==> src/rtl/bsg_circular_ptr_ckpt_pkg.sv <==
// Width helpers shared by the checkpointed circular pointer and its step unit.
package bsg_circular_ptr_ckpt_pkg;

   // clog2 that never returns 0, so a single-value field still gets one bit
   function automatic int safe_clog2(input int x);
      return (x <= 1) ? 1 : $clog2(x);
   endfunction

endpackage

==> src/rtl/bsg_circular_ptr_step.sv <==
// Steps a linear index L in [0, 2*slots_p) by +add-sub modulo 2*slots_p,
// and reports whether the step moved L into the other phase half.
module bsg_circular_ptr_step
   import bsg_circular_ptr_ckpt_pkg::*;
#(
   parameter int  slots_p      = 1,
   parameter int  max_add_p    = 1,
   parameter int  max_sub_p    = 1,
   localparam int l_width_lp   = $clog2(2*slots_p),
   localparam int add_width_lp = $clog2(max_add_p+1),
   localparam int sub_width_lp = safe_clog2(max_sub_p+1)
) (
   input  logic [l_width_lp-1:0]   l_i,
   input  logic [add_width_lp-1:0] add_i,
   input  logic [sub_width_lp-1:0] sub_i,
   output logic [l_width_lp-1:0]   l_next_o,
   output logic                    wrap_o
);

   // Two guard bits: one for sums up to 3*slots_p, one for the sign
   localparam int                    w_lp       = l_width_lp + 2;
   localparam logic [l_width_lp-1:0] slots_l_lp = l_width_lp'(slots_p);

   logic [w_lp-1:0] w_add;
   logic [w_lp-1:0] w_sub;

   assign w_add = w_lp'(add_i);
   assign w_sub = (max_sub_p == 0) ? '0 : w_lp'(sub_i);

   generate
      if (((2*slots_p) & (2*slots_p - 1)) == 0) begin : g_pow2
         assign l_next_o = l_i + l_width_lp'(w_add) - l_width_lp'(w_sub);
      end else begin : g_mod
         localparam logic [w_lp-1:0] mod_lp = w_lp'(2*slots_p);

         logic [w_lp-1:0] w_sum;
         logic [w_lp-1:0] w_sum_up;
         logic [w_lp-1:0] w_sum_dn;
         logic [w_lp-1:0] w_sel;

         assign w_sum    = w_lp'(l_i) + w_add - w_sub;
         assign w_sum_up = w_sum + mod_lp;
         assign w_sum_dn = w_sum - mod_lp;

         // Underflow if the raw sum is negative, overflow if sum-mod is not
         always_comb begin
            if (w_sum[w_lp-1])         w_sel = w_sum_up;
            else if (!w_sum_dn[w_lp-1]) w_sel = w_sum_dn;
            else                       w_sel = w_sum;
         end

         assign l_next_o = l_width_lp'(w_sel);
      end
   endgenerate

   assign wrap_o = (l_next_o >= slots_l_lp) != (l_i >= slots_l_lp);

endmodule

==> src/rtl/bsg_circular_ptr_ckpt.sv <==
// Circular pointer with wrap phase, bidirectional step, one checkpoint/restore
// register, and a count of slots advanced since the checkpoint.
module bsg_circular_ptr_ckpt
   import bsg_circular_ptr_ckpt_pkg::*;
#(
   parameter int  slots_p        = 1,
   parameter int  max_add_p      = 1,
   parameter int  max_sub_p      = 1,
   localparam int ptr_width_lp   = safe_clog2(slots_p),
   localparam int count_width_lp = $clog2(slots_p+1),
   localparam int add_width_lp   = $clog2(max_add_p+1),
   localparam int sub_width_lp   = safe_clog2(max_sub_p+1)
) (
   input  logic                      clk,
   input  logic                      reset_i,
   input  logic [add_width_lp-1:0]   add_i,
   input  logic [sub_width_lp-1:0]   sub_i,
   input  logic                      ckpt_i,
   input  logic                      restore_i,
   output logic [ptr_width_lp-1:0]   o,
   output logic                      phase_o,
   output logic [ptr_width_lp-1:0]   n_o,
   output logic                      n_phase_o,
   output logic                      wrap_o,
   output logic [ptr_width_lp-1:0]   ckpt_o,
   output logic                      ckpt_phase_o,
   output logic [count_width_lp-1:0] spec_count_o
);

   localparam int                    l_width_lp = $clog2(2*slots_p);
   localparam logic [l_width_lp-1:0] slots_l_lp = l_width_lp'(slots_p);

   logic [ptr_width_lp-1:0] r_ptr;
   logic                    r_phase;
   logic [ptr_width_lp-1:0] r_ckpt_ptr;
   logic                    r_ckpt_phase;

   logic [l_width_lp-1:0]   w_l;
   logic [l_width_lp-1:0]   w_l_ckpt;
   logic [l_width_lp-1:0]   w_l_step;
   logic [l_width_lp-1:0]   w_l_next;
   logic [l_width_lp-1:0]   w_l_next_lo;
   logic [l_width_lp-1:0]   w_l_cnt;
   logic                    w_step_wrap;
   logic                    w_unused_cnt_wrap;

   assign w_l      = r_phase      ? l_width_lp'(r_ptr) + slots_l_lp      : l_width_lp'(r_ptr);
   assign w_l_ckpt = r_ckpt_phase ? l_width_lp'(r_ckpt_ptr) + slots_l_lp : l_width_lp'(r_ckpt_ptr);

   bsg_circular_ptr_step #(
      .slots_p   (slots_p),
      .max_add_p (max_add_p),
      .max_sub_p (max_sub_p)
   ) u_step (
      .l_i      (w_l),
      .add_i    (add_i),
      .sub_i    (sub_i),
      .l_next_o (w_l_step),
      .wrap_o   (w_step_wrap)
   );

   // Same modular subtractor, widened so the whole checkpoint index is the rewind
   bsg_circular_ptr_step #(
      .slots_p   (slots_p),
      .max_add_p (1),
      .max_sub_p (2*slots_p - 1)
   ) u_count (
      .l_i      (w_l),
      .add_i    (1'b0),
      .sub_i    (w_l_ckpt),
      .l_next_o (w_l_cnt),
      .wrap_o   (w_unused_cnt_wrap)
   );

   assign w_l_next     = restore_i ? w_l_ckpt : w_l_step;
   assign n_phase_o    = (w_l_next >= slots_l_lp);
   assign w_l_next_lo  = n_phase_o ? w_l_next - slots_l_lp : w_l_next;
   assign n_o          = ptr_width_lp'(w_l_next_lo);
   assign wrap_o       = ~restore_i & w_step_wrap;

   assign o            = r_ptr;
   assign phase_o      = r_phase;
   assign ckpt_o       = r_ckpt_ptr;
   assign ckpt_phase_o = r_ckpt_phase;
   assign spec_count_o = count_width_lp'(w_l_cnt);

   // NOTE: state uses non-blocking assignments so every register samples the
   // pre-edge values; blocking here would let r_ckpt see a half-updated pointer.
   always_ff @(posedge clk) begin
      if (reset_i) begin
         r_ptr        <= '0;
         r_phase      <= 1'b0;
         r_ckpt_ptr   <= '0;
         r_ckpt_phase <= 1'b0;
      end else begin
         r_ptr   <= n_o;
         r_phase <= n_phase_o;
         if (ckpt_i) begin
            r_ckpt_ptr   <= n_o;
            r_ckpt_phase <= n_phase_o;
         end
      end
   end

`ifndef BSG_HIDE_FROM_SYNTHESIS
   localparam int cw_lp = l_width_lp + 2;

   // Speculative distance is only meaningful once a checkpoint exists
   logic r_ckpt_valid;

   always_ff @(posedge clk) begin
      if (reset_i)     r_ckpt_valid <= 1'b0;
      else if (ckpt_i) r_ckpt_valid <= 1'b1;
   end

   always_ff @(posedge clk) begin
      if (!reset_i) begin
         assert (add_i <= add_width_lp'(max_add_p));
         assert (max_sub_p == 0 || sub_i <= sub_width_lp'(max_sub_p));
         if (r_ckpt_valid) begin
            assert (w_l_cnt <= slots_l_lp);
            assert (restore_i || max_sub_p == 0 ||
                    cw_lp'(w_l_cnt) + cw_lp'(add_i) >= cw_lp'(sub_i));
         end
      end
   end
`endif

endmodule

==> config.mk <==
export PLATFORM = sky130hd
export DESIGN_NAME = bsg_circular_ptr_ckpt
export DESIGN_NICKNAME = d
export VERILOG_FILES = /design/src/rtl/bsg_circular_ptr_ckpt_pkg.sv /design/src/rtl/bsg_circular_ptr_step.sv /design/src/rtl/bsg_circular_ptr_ckpt.sv
export SDC_FILE = /design/constraint.sdc
export NUM_CORES = 1
export LEC_CHECK = 0
export ABC_CLOCK_PERIOD_IN_PS = 4000
export CAP_MARGIN = 15
export CORE_AREA = 2 2 39 41
export DETAILED_ROUTE_END_ITERATION = 7
export DIE_AREA = 0 0 41 43
export PLACE_DENSITY = 0.4
export REMOVE_ABC_BUFFERS = 1
export SYNTH_ARGS = -nofsm -noshare
export SYNTH_HDL_FRONTEND = slang
export SYNTH_SLANG_ARGS = --single-unit
==> constraint.sdc <==
create_clock -name clk -period 4 [get_ports clk]
set_clock_uncertainty 0.2 [all_clocks]
set_input_delay 1.2 -clock clk [delete_from_list [all_inputs] [get_ports clk]]
set_output_delay 1.2 -clock clk [all_outputs]
set_load 0.02 [all_outputs]
# Yosys cells after proc, flatten, opt, wreduce, memory -nomap -nowiden
# Index checks and enable logic that the tools add are counted.
# word_totals
reg_bits	4
# classes
addsub	6
n_lt_le_gt_ge	3
n_eq_ne	1
bitwise	2
muxes	4
# ops
cell	n
1-bit 2-to-1 mux	4
1-bit >= comparator (second input constant)	3
1-bit adder (second input constant)	2
1-bit subtractor	2
1-bit adder	1
1-bit AND	1
1-bit inequality test	1
1-bit NOT	1
1-bit subtractor (second input constant)	1

# Logic depth before layout (Yosys ltp)
# Gate-level depths: netlist of run 1.
# logic_depth
depth_word	7
mapped_depth	3
ltp_nobuf	3

# By module
# A second synthesis of run 1 with hierarchy kept.
# hier_totals
hier_cells	17
hier_area_um2	200.2
# by_module_without_submodules
module	area_each_um2	instances	seq_area_each_um2	cells_each
bsg_circular_ptr_ckpt	135.1	1	40.0	13
bsg_circular_ptr_step	32.5	2	0.0	2

# Least setup slack after synthesis of run 1
# No wires, ideal clock.
# synth_timing
path_type	input to output
startpoint	input port add_i
endpoint	output port n_phase_o
path_stages	2
path_slack_ps	697
t_arrival_ps	1903
cell_sequence	xor3_1 -> mux2_4
# synth_between
elab_chain_len	4
# synth_rtl
item	line	rtl
start, declared	bsg_circular_ptr_ckpt.sv:16	input logic [add_width_lp-1:0] add_i,
1-bit adder	bsg_circular_ptr_step.sv:32	assign l_next_o = l_i + l_width_lp'(w_add) - l_width_lp'(w_sub);
1-bit subtractor	bsg_circular_ptr_step.sv:32	
1-bit 2-to-1 mux	bsg_circular_ptr_ckpt.sv:75	assign w_l_next = restore_i ? w_l_ckpt : w_l_step;
1-bit >= comparator	bsg_circular_ptr_ckpt.sv:76	assign n_phase_o = (w_l_next >= slots_l_lp);
end, declared	bsg_circular_ptr_ckpt.sv:23	output logic n_phase_o,
# Every way passes these cells.

# Worst setup path in the final report of run 1
# Same ends and word-level chain as after synthesis.

==> results.cfg, run 1 <==
[status]
status = complete, no violations

[route]
detail-route-antenna-nets = 0
via_per_inst = 3.09
wl_met1_um = 194
drt_iter0_drc = 0
drc = 0
wire_per_inst_um = 8.47
wirelength_um = 398
first_pass_iters = 1
route.met2.wl_um = 112
wl_met3_um = 91
routed-via-count = 145
top_layer = met3

[timing]
post-route-period-util_pct = 98.9
setup_ws_ps = 45.7
setup_tns_ps = 0
fmax_mhz = 253
hold_viol = 0
setup_violations = 0
fin_crit_ps = 3950
rsz0062_at_grt = no
slew_violations = 0
whs_ps = 369

[placed_design]
hpwl_um = 308
place_ws_ps = -337
placed_cell_area_um2 = 295
io_buffers = 10
dp.cells = 44
place_congestion = 0.573

[grt]
grt_antenna_before_repair = 0
grt_usage_pct = 5.71
grt_max_degree = 5
grt_pass1_vias = 135
grt_first_pass_wirelength_um = 545
overflow = 0

[cells_and_area]
instances_no_fill = 47
antennaDiodeCount = 0
final_nets = 39
area_growth_pct = 94.5
final_area_um2 = 312
postLayoutCoreUtil_pct = 22.5
multiInputGateArea_um2 = 105
drive_above_1_share_pct = 32.3
nFillCells = 152
seq_area_um2 = 40.0

[cts]
clk_latency_ps = 230
root_buffer = clkbuf_4
numCtsBuffers = 3
clock-sinks = 2
clk_pin_slew_worst_paths_ps = 30
htree_num_levels = 1
cts_tree = done
clockBufferDepth = 2

[power]
power_mw = 0.115
p_per_area_nw_per_um2 = 370
p_leak_nw = 0.149
ir_worst_vdd_uv = 178

[floorplan]
die-area_um2 = 1760
ios = 14
start_util_pct = 11.6
row_count = 14
fp.coreArea_um2 = 1380
die_w_um = 41
die_y_um = 43

[synthesis]
ys_ff_latch = 2
syn_area_um2 = 160
syn-instance-count = 15
yosysUniqueCellTypes = 11
yosys_warnings = 0
ys_seq_area_share_pct = 25.0
avgSynthCellArea_um2 = 10.7

[worst_setup_path]
r2r_slack_ps = 2670
cp_max_fo = 2
worstPathRequired_ps = 2600
cp-end-kind = primary output
critPathLaunchType = primary input
path_class = in -> out
crit_arrival_ps = 2550
reg2reg_depth = 3
r2r-start = phase_o$_SDFF_PP0_
reg2reg_to = phase_o$_SDFF_PP0_

[min_path]
min_path_cells = 2
worstHoldStart = ckpt_phase_o$_SDFFE_PP0P_
whs_endpoint = ckpt_phase_o$_SDFFE_PP0P_
min_path_type = reg -> reg

[flow_run]
drv_cap = 0
-- placed cells by master (no fill, tap or decap), drive strengths merged, types with 2 or more instances in the layout --
master / n
clkbuf: 3
nor2: 2
nor2b: 2
dfxtp: 2
buf: 5
clkdlybuf4s50: 8
conb: 3
-- power breakdown --
| group | leakage, nW | switching (mW) | internal, mW |
|---|---|---|---|
| sequential | 0.0164 | 0.00196 | 0.0219 |
| combinational | 0.118 | 0.0190 | 0.0253 |
| clock | 0.0138 | 0.0137 | 0.0333 |
-- area by class of cell --
cell class	count	area share [%]
Multi-Input combinational cell	12	33.7
Clock buffer	3	7.23
Tap cell	16	6.43
Timing Repair Buffer	14	39.8
Sequential cell	2	12.9
-- worst max-delay path: stages --
cell             delay, ps
clkdlybuf4s50_1        480
xor3_1                 420
mux2_4                 290
buf_2                  160
-- state kept, by name, indices dropped and copies added, names as in the netlist --
signal        flops
phase_o           1
ckpt_phase_o      1
-- cell usage after synthesis --
master   count  share of area, %
xnor2_1      1               5.5
mux2i_1      1               6.3
mux2_4       1               9.4
nor2b_1      1               3.9
dfxtp_1      2                25
conb_1       1               2.3
xor2_1       1               5.5
nor2_1       2               4.7
xor3_1       1                15
nor2b_4      1               8.6
buf_4        3                14
-- per-layer routing --
| metal | vias up | global-route usage (%) |
|---|---|---|
| met2 | 17 | 4.38 |
| met3 | 0 | 9.42 |
| met4 | 0 | 2.00 |
| met5 | - | 0 |
| met1 | 55 | 7.03 |
| li1 | 73 | - |
-- how the worst max path moves through the flow --
stage | cells after the start | start | endpoint | slack, ps
6_report | 4 | add_i | n_phase_o | 50
5_1_grt | 4 | add_i | n_phase_o | 10
4_1_cts | 4 | add_i | n_phase_o | 40
3_5_place_dp | 4 | add_i | n_phase_o | -340
3_3_place_gp | 4 | add_i | n_phase_o | -330
2_1_floorplan | 2 | add_i | n_phase_o | 700
-- cells by family (layout without fill, tap and decap cells) --
logic type    count (synthesis)  after routing  share of synthesized area (%)
xor+xnor                      3              3                           25.8
buf+inv                       3             17                           14.1
flops                         2              2                           25.0
mux                           2              2                           15.6
other cells                   1              3                           2.34
simple gates                  4              4                           17.2
-- repair_timing --
item	4_1_cts	5_1_grt
endpoints found under the setup margin	2	0
gates resized for setup	5	0
setup buffers	0	0
hold buffers	0	0
Note: power is estimated with default switching activity, not from simulation.
==> run 2, diff against run 1 <==
CELL_PAD_IN_SITES_DETAIL_PLACEMENT = 0   (was unset)
CELL_PAD_IN_SITES_GLOBAL_PLACEMENT = 1   (was unset)
DONT_BUFFER_PORTS = 1   (was unset)
PLACE_DENSITY = 0.32   (was 0.4)
==> results.cfg, run 2 (synthesized netlist as in run 1, its figures left out) <==
[status]
status = complete, no violations

[floorplan]
ios = 14
fp.coreArea_um2 = 1380
die_y_um = 43
die_w_um = 41
row_count = 14
die-area_um2 = 1760
start_util_pct = 11.6

[timing]
whs_ps = 463
post-route-period-util_pct = 82.9
hold_viol = 0
setup_tns_ps = 0
rsz0062_at_grt = no
fmax_mhz = 301
slew_violations = 0
setup_violations = 0
setup_ws_ps = 683
fin_crit_ps = 3320

[worst_setup_path]
r2r-start = phase_o$_SDFF_PP0_
cp-end-kind = primary output
cp_max_fo = 2
critPathLaunchType = primary input
cpMaxStageDelayCell = xor3_1
cp-startpoint = add_i
cp_cell_sequence = xor3_1 > mux2_4
critPathTopFamily = XOR/XNOR gates
slowest_delay_ps = 390
worstPathRequired_ps = 2600
path_class = in -> out
crit_arrival_ps = 1920
critPathBufInv = 0

[min_path]
worstHoldStart = ckpt_phase_o$_SDFFE_PP0P_
min_path_type = reg -> reg

[cells_and_area]
final_cell_mix = conb_1 (3), clkbuf_4 (3), nor2_1 (2), dfxtp_1 (2)
seq_area_um2 = 40.0
final_nets = 25
postLayoutCoreUtil_pct = 13.6
drive_above_1_share_pct = 29.4
antennaDiodeCount = 0
nFillCells = 154
final_area_um2 = 188
instances_no_fill = 33
area_growth_pct = 17.2
multiInputGateArea_um2 = 105

[power]
p_leak_nw = 0.0877
ir_worst_vdd_uv = 116
power_mw = 0.0937
p_per_area_nw_per_um2 = 499

[route]
routed-via-count = 94
wl_met3_um = 75
route.met2.wl_um = 108
wire_per_inst_um = 9.33
top_layer = met3
via_per_inst = 2.85
wirelength_um = 308
detail-route-antenna-nets = 0
drt_iter0_drc = 2
first_pass_iters = 2
drc = 0
wl_met1_um = 124

[grt]
grt_first_pass_wirelength_um = 386
overflow = 0
grt_pass1_vias = 95
grt_antenna_before_repair = 0
grt_max_degree = 5
grt_usage_pct = 4.22

[cts]
clock-sinks = 2
cts_tree = done
postCtsSetupRepairBufs = 0
root_buffer = clkbuf_4
clockBufferDepth = 2
hold_buffers = 0
htree_num_levels = 1
clk_pin_slew_worst_paths_ps = 30
numCtsBuffers = 3
clk_latency_ps = 230
cts_repair_resize_count = 0

[placed_design]
dp.cells = 30
place_congestion = 0.592
io_buffers = 0
place_ws_ps = 678
placed_cell_area_um2 = 165

[flow_run]
drv_cap = 0
## run 2: changes by cell type in the layout (fill, tap and decap cells not counted)
| cell | before | now |
|---|---|---|
| buf_2 | 1 | 0 |
| dlygate4sd2_1 | 1 | 0 |
| clkdlybuf4s50_1 | 8 | 0 |
| buf_4 | 4 | 0 |
## run 2: final cells by class
cell class	count	share of cell area (%)
flip-flops and latches	2	21.3
clock buffers	3	12.0
well taps	16	10.7
multi-input cells	12	56.0
## run 2: path summary, 6_finish.rpt
| path | to | slack, ps | cells past startpoint |
|---|---|---|---|
| worst max-delay path | n_phase_o | 680 | 2 |
| worst min-delay path | ckpt_phase_o$_SDFFE_PP0P_ | 460 | 2 |
| worst max register to register | phase_o$_SDFF_PP0_ | 2450 | 3 |
| worst min register to register | ckpt_phase_o$_SDFFE_PP0P_ | 460 | 2 |
## run 2: power breakdown
part           total, mW  internal (mW)  switching (mW)  leakage, nW
Clock             0.0454         0.0332          0.0122       0.0138
Combinational     0.0219        0.00982          0.0121       0.0575
Sequential        0.0264         0.0219         0.00450       0.0164
## run 2: worst register-to-register path, delay by kind of cell, from the launching register on
family	cells	cell delay (ps)
DFF	1	490
and+or+nand+nor	1	130
xor gates and xnor gates	1	290
muxes	1	330
## run 2: per-layer routing
metal  GRT usage, %  up-vias
met5              0        -
met4           6.00        0
met2           2.81       10
met1           3.54       39
met3           6.81        0
li1               -       45
